`config.mk`:
```
export PLATFORM = sky130hd
export DESIGN_NAME = adc_i2s_rx
export DESIGN_NICKNAME = d
export VERILOG_FILES = /design/src/rtl/adc_pkg.sv /design/src/rtl/adc_clk_gen.sv /design/src/rtl/adc_i2s_rx.sv
export SDC_FILE = /design/constraint.sdc
export NUM_CORES = 1
export LEC_CHECK = 0
export CORE_ASPECT_RATIO = 1.5
export CORE_MARGIN = 2
export CORE_UTILIZATION = 40
export CTS_BUF_LIST = sky130_fd_sc_hd__clkbuf_4
export CTS_CLUSTER_SIZE = 30
export DETAILED_ROUTE_END_ITERATION = 16
export PLACE_DENSITY = 0.61
export SLEW_MARGIN = 20
export SYNTH_ARGS = -nofsm -noshare
export SYNTH_HDL_FRONTEND = slang
export SYNTH_SLANG_ARGS = --single-unit
```
`constraint.sdc`:
```
create_clock -name mclk -period 5.75 [get_ports mclk]
set_clock_uncertainty 0.1 [all_clocks]
set_input_delay 1.725 -clock mclk [delete_from_list [all_inputs] [get_ports mclk]]
set_output_delay 1.725 -clock mclk [all_outputs]
set_load 0.01 [all_outputs]
```
`src/rtl/adc_pkg.sv`:
```
// Shared defaults for the I2S ADC receiver: word width, bit-clock divider and slot layout.
package adc_pkg;
  localparam int ADC_SAMPLE_BITS = 24;
  localparam int ADC_BCLK_DIV    = 8;
  localparam int ADC_SLOT_BITS   = 32;
  localparam int FRAME_SLOTS     = 2 * ADC_SLOT_BITS;
  localparam int SLOT_CNT_W      = $clog2(FRAME_SLOTS);
endpackage

```
`src/rtl/adc_clk_gen.sv`:
```
// Derives adc_bclk/adc_lrck from mclk and marks the mclk cycle that ends each bclk high phase.
// The strobe cycle carries the slot number being captured; bclk and lrck fall together on its edge.
module adc_clk_gen
  import adc_pkg::*;
#(
  parameter int BCLK_DIV = ADC_BCLK_DIV
) (
  input  logic                  mclk,
  input  logic                  rst,
  output logic [SLOT_CNT_W-1:0] o_slot_cnt,
  output logic                  o_bclk,
  output logic                  o_lrck,
  output logic                  o_sample_stb
);
  localparam int DIV_W = $clog2(BCLK_DIV);
  localparam logic [DIV_W-1:0] DIV_LAST = DIV_W'(BCLK_DIV - 1);
  localparam logic [DIV_W-1:0] DIV_HALF = DIV_W'(BCLK_DIV / 2);

  logic [DIV_W-1:0]      r_div_cnt;
  logic [DIV_W-1:0]      w_div_nxt;
  logic [SLOT_CNT_W-1:0] r_slot_cnt;
  logic [SLOT_CNT_W-1:0] w_slot_nxt;
  logic                  w_wrap;
  logic                  r_bclk;
  logic                  r_lrck;

  assign w_wrap     = (r_div_cnt == DIV_LAST);
  assign w_div_nxt  = w_wrap ? '0 : r_div_cnt + DIV_W'(1);
  assign w_slot_nxt = w_wrap ? r_slot_cnt + SLOT_CNT_W'(1) : r_slot_cnt;

  // bclk/lrck are registered from the next-state counters so they track the counters exactly.
  always_ff @(posedge mclk or posedge rst) begin
    if (rst) begin
      r_div_cnt  <= '0;
      r_slot_cnt <= '0;
      r_bclk     <= 1'b0;
      r_lrck     <= 1'b0;
    end else begin
      r_div_cnt  <= w_div_nxt;
      r_slot_cnt <= w_slot_nxt;
      r_bclk     <= (w_div_nxt >= DIV_HALF);
      r_lrck     <= w_slot_nxt[SLOT_CNT_W-1];
    end
  end

  assign o_slot_cnt   = r_slot_cnt;
  assign o_bclk       = r_bclk;
  assign o_lrck       = r_lrck;
  assign o_sample_stb = w_wrap;
endmodule

```
`src/rtl/adc_i2s_rx.sv`:
```
// I2S ADC receiver: deserialises left/right words and presents them as a valid/ready pair.
// sample_valid rises 1 mclk after the last right bit; a pair completing while one is still held is dropped and flagged on overrun.
module adc_i2s_rx
  import adc_pkg::*;
#(
  parameter int SAMPLE_BITS = ADC_SAMPLE_BITS,
  parameter int BCLK_DIV    = ADC_BCLK_DIV,
  parameter int SLOT_BITS   = ADC_SLOT_BITS
) (
  input  logic                   mclk,
  input  logic                   rst,
  output logic                   adc_bclk,
  output logic                   adc_lrck,
  input  logic                   adc_sdata,
  output logic [SAMPLE_BITS-1:0] sample_l,
  output logic [SAMPLE_BITS-1:0] sample_r,
  output logic                   sample_valid,
  input  logic                   sample_ready,
  output logic                   overrun
);
  // One-slot I2S delay: data occupies slots 1..N of each half frame.
  localparam logic [SLOT_CNT_W-1:0] L_FIRST = SLOT_CNT_W'(1);
  localparam logic [SLOT_CNT_W-1:0] L_LAST  = SLOT_CNT_W'(SAMPLE_BITS);
  localparam logic [SLOT_CNT_W-1:0] R_FIRST = SLOT_CNT_W'(SLOT_BITS + 1);
  localparam logic [SLOT_CNT_W-1:0] R_LAST  = SLOT_CNT_W'(SLOT_BITS + SAMPLE_BITS);

  logic [SLOT_CNT_W-1:0]  w_slot_cnt;
  logic                   w_stb;
  logic                   w_in_word;
  logic                   w_pair_done;
  logic                   w_load;
  logic [SAMPLE_BITS-1:0] w_shift_nxt;
  logic [SAMPLE_BITS-2:0] r_shift;
  logic [SAMPLE_BITS-1:0] r_left;
  logic [SAMPLE_BITS-1:0] r_sample_l;
  logic [SAMPLE_BITS-1:0] r_sample_r;
  logic                   r_valid;
  logic                   r_overrun;

  adc_clk_gen #(
    .BCLK_DIV (BCLK_DIV)
  ) u_clk_gen (
    .mclk         (mclk),
    .rst          (rst),
    .o_slot_cnt   (w_slot_cnt),
    .o_bclk       (adc_bclk),
    .o_lrck       (adc_lrck),
    .o_sample_stb (w_stb)
  );

  assign w_in_word   = ((w_slot_cnt >= L_FIRST) && (w_slot_cnt <= L_LAST)) ||
                       ((w_slot_cnt >= R_FIRST) && (w_slot_cnt <= R_LAST));
  assign w_shift_nxt = {r_shift, adc_sdata};
  assign w_pair_done = w_stb && (w_slot_cnt == R_LAST);
  assign w_load      = w_pair_done && (!r_valid || sample_ready);

  always_ff @(posedge mclk or posedge rst) begin
    if (rst) begin
      r_shift    <= '0;
      r_left     <= '0;
      r_sample_l <= '0;
      r_sample_r <= '0;
      r_valid    <= 1'b0;
      r_overrun  <= 1'b0;
    end else begin
      if (w_stb && w_in_word) r_shift <= w_shift_nxt[SAMPLE_BITS-2:0];
      if (w_stb && (w_slot_cnt == L_LAST)) r_left <= w_shift_nxt;
      r_overrun <= w_pair_done && r_valid && !sample_ready;
      // A completion in the same cycle as a consume replaces the pair, so valid stays high.
      if (w_load) begin
        r_sample_l <= r_left;
        r_sample_r <= w_shift_nxt;
        r_valid    <= 1'b1;
      end else if (r_valid && sample_ready) begin
        r_valid <= 1'b0;
      end
    end
  end

  assign sample_l     = r_sample_l;
  assign sample_r     = r_sample_r;
  assign sample_valid = r_valid;
  assign overrun      = r_overrun;
endmodule

```
==> run_results.csv <==
group,metric,value,unit
run_status,outcome,"completed",
timing,setup_tns,0,ns
cells_and_area,design_area,4930,um2
routing,detail-route-antenna-nets,0,
critical_path,crit_path_cell_trace,"clkdlybuf4s50_1",
floorplan,initial_core_util,41.0,%
hold_path,hold_class,"reg2reg",
routing,drt_wl_total,6660,um
critical_path,critPathCaptureType,"output pin",
critical_path,rrSetupSlack,3.40,ns
placed_design,dp_hpwl,4180,um
clock_network,cts-resized-gates,0,
critical_path,arrival,1.61,ns
timing,setup_violations,0,
yosys,yosysSeqAreaShare,63.8,%
placed_design,gp_congestion,0.724,
yosys,synth_fa_ha_area_share,1.51,%
floorplan,coreArea,10100,um2
clock_network,ctsLongestPathBuffers,2,
yosys,synth_seq_cells,106,
yosys,synth_compound_area_share,0.722,%
global_route,grt_pass1_vias,2231,
cells_and_area,fill_cells,889,
clock_network,h-tree-depth,3,
yosys,synth.distinct_cells,26,
pwr,leakage,0.00238,uW
clock_network,cts_tree,"built",
routing,viasPerCell,5.02,
yosys,yosysWarnings,0,
cells_and_area,final_common_cell,"dfrtp_1",
critical_path,crit_buf_inv,1,
timing,slew_viol_final,0,
critical_path,slowest_delay,0.60,ns
critical_path,worstSetupStartpointType,"flop",
critical_path,crit_type,"reg2out",
routing,met1_length,2970,um
cells_and_area,syn_to_final_growth,18.6,%
critical_path,startpoint,"u_clk_gen.o_lrck",
routing,wl_met3,347,um
cells_and_area,layout_common_cells,"dfrtp_1 (106), mux2_2 (69), clkdlybuf4s50_1 (55), mux2_4 (20), clkbuf_4 (9)",
timing,max_freq,291,MHz
clock_network,clkTransAtPathRegs,0.15,ns
timing,hold_viol_final,0,
clock_network,cts_hold_buf,0,
placed_design,placed_area,4800,um2
global_route,grt_pass1_wl,11300,um
cells_and_area,nets,316,
critical_path,worstPathRequired,3.92,ns
timing,rsz0062_at_grt,"no",
global_route,antenna_found_initial,1,
yosys,syn_inst,247,
pwr,powerDensity,229,nW/um2
floorplan,io_pins,56,
run,drv_cap,0,
routing,wl_per_cell,15.5,um
global_route,overflow,0,
placed_design,numPortBuffers,55,
floorplan,die_area,11200,um2
global_route,grt_util_all_layers,13.2,%
clock_network,postCtsSetupBuffers,0,
timing,slew_headroom,54.1,%
yosys,yosys-mux-area-fraction,27.5,%
timing,tightest_slew,0.689,ns
clock_network,cts_root_buffer,"clkbuf_4",
routing,highest_layer,"met4",
routing,vias,2158,
routing,dr.first_iter.drc_count,91,
clock_network,cts.sinks,106,
clock_network,clk_latency,0.47,ns
timing,period_share,59.7,%
cells_and_area,layout-drive-gt1-share,36.2,%
clock_network,cts_buffers,9,
critical_path,reg2reg_from,"u_clk_gen.r_div_cnt[0]",
yosys,syn_nets,256,
yosys,synthSimpleGateAreaFrac,2.95,%
yosys,yosys.area_share.xor_xnor,1.05,%
routing,post-route-drc-count,0,
critical_path,crit_slowest_cell,"clkdlybuf4s50_1",
yosys,syn-mean-instance-area,16.8,um2
critical_path,path_delay_family,"buffers and inverters",
floorplan,die_h,129,um
floorplan,rows,45,
placed_design,dpl_worst_slack,2.08,ns
yosys,synth_top_family_by_area,"multiplexers",
yosys,syn_area,4160,um2
critical_path,worst-path-stages,1,
critical_path,rr_worst_depth,4,
critical_path,cp_max_fo,6,
pwr,max-vdd-ir-drop,0.0000977,V
floorplan,die_w,87.2,um
global_route,grt_max_degree,51,
routing,dr.pass1.iters,4,
critical_path,r2r-end,"sample_l[6]",
critical_path,critPathCapture,"adc_lrck",
routing,met2_length,3190,um
timing,period_minus_slack,3.43,ns
timing,setup_ws,2.32,ns
through the flow:
step                      power (uW)  utilization [%]  hold WS, ns  instances
after floorplan                  776                -        0.303        247
after global placement           785             47.3        0.318        413
after detailed placement         785             47.4        0.322        413
after CTS                       1140             48.6        0.345        429
after global routing            1180             48.6        0.357        430
final                           1130             48.6        0.344        430
registers in the layout, summed over array words and instances (netlist names), 2 cells and up:
| signal | count |
|---|---|
| r_left | 24 |
| sample_l | 24 |
| sample_r | 24 |
| r_shift | 23 |
| u_clk_gen.o_slot_cnt | 5 |
| u_clk_gen.r_div_cnt | 2 |
cells by family after synthesis:
family	count (synthesis)
AND/OR/NAND/NOR	20
buffers and inverters	13
XOR/XNOR	5
adder cells (fa/ha/maj)	5
flip-flops	106
AO/OA/AOI/OAI	3
multiplexers	95
synth_stat cells (all sizes together):
| cell type | n | area share (%) |
|---|---|---|
| and4 | 1 | 0.21 |
| nand3 | 2 | 0.24 |
| clkbuf | 1 | 0.090 |
| mux2 | 95 | 28 |
| o21ai | 2 | 0.24 |
| and2b | 1 | 0.18 |
| xnor2 | 3 | 0.63 |
| inv | 3 | 0.27 |
| nor3 | 4 | 0.99 |
| and3 | 1 | 0.15 |
| xor2 | 2 | 0.42 |
| dfrtp | 106 | 64 |
| nor2 | 3 | 0.27 |
| nand4 | 2 | 0.30 |
| nand2 | 5 | 0.45 |
| ha | 5 | 1.5 |
| a211oi | 1 | 0.48 |
| buf | 9 | 2.0 |
| nand2b | 1 | 0.15 |
area by class of cell:
type	count	area [um2]	share of cell area, %
Multi-Input combinational cell	128	1410	28.5
Timing Repair Buffer	59	581	11.8
Clock inverter	7	60.1	1.22
Clock buffer	9	67.6	1.37
Sequential cell	106	2650	53.8
Antenna cell	1	2.50	0.0508
Inverter	3	13.8	0.279
Tap cell	117	146	2.97
routing by layer:
metal | GRT usage, % | vias to the layer above
li1 | - | 983
met1 | 16.8 | 1128
met2 | 20.2 | 37
met3 | 4.87 | 10
met4 | 5.97 | 0
met5 | 0 | -
power by group:
group          internal, uW  switching (uW)  total (uW)
Combinational          5.24            15.0        20.2
Clock                   128             230         358
Sequential              747            1.89         749
worst min path at each step:
stage                             end  slack [ns]                   start  depth (start not counted)
6_report       u_clk_gen.r_div_cnt[0]        0.34  u_clk_gen.r_div_cnt[0]                          1
5_1_grt        u_clk_gen.r_div_cnt[0]        0.36  u_clk_gen.r_div_cnt[0]                          1
4_1_cts        u_clk_gen.r_div_cnt[0]        0.35  u_clk_gen.r_div_cnt[0]                          1
3_5_place_dp   u_clk_gen.r_div_cnt[0]        0.32  u_clk_gen.r_div_cnt[0]                          1
3_3_place_gp   u_clk_gen.r_div_cnt[0]        0.32  u_clk_gen.r_div_cnt[0]                          1
2_1_floorplan  u_clk_gen.r_div_cnt[0]        0.30  u_clk_gen.r_div_cnt[0]                          1
(Power assumes the default switching activity.)
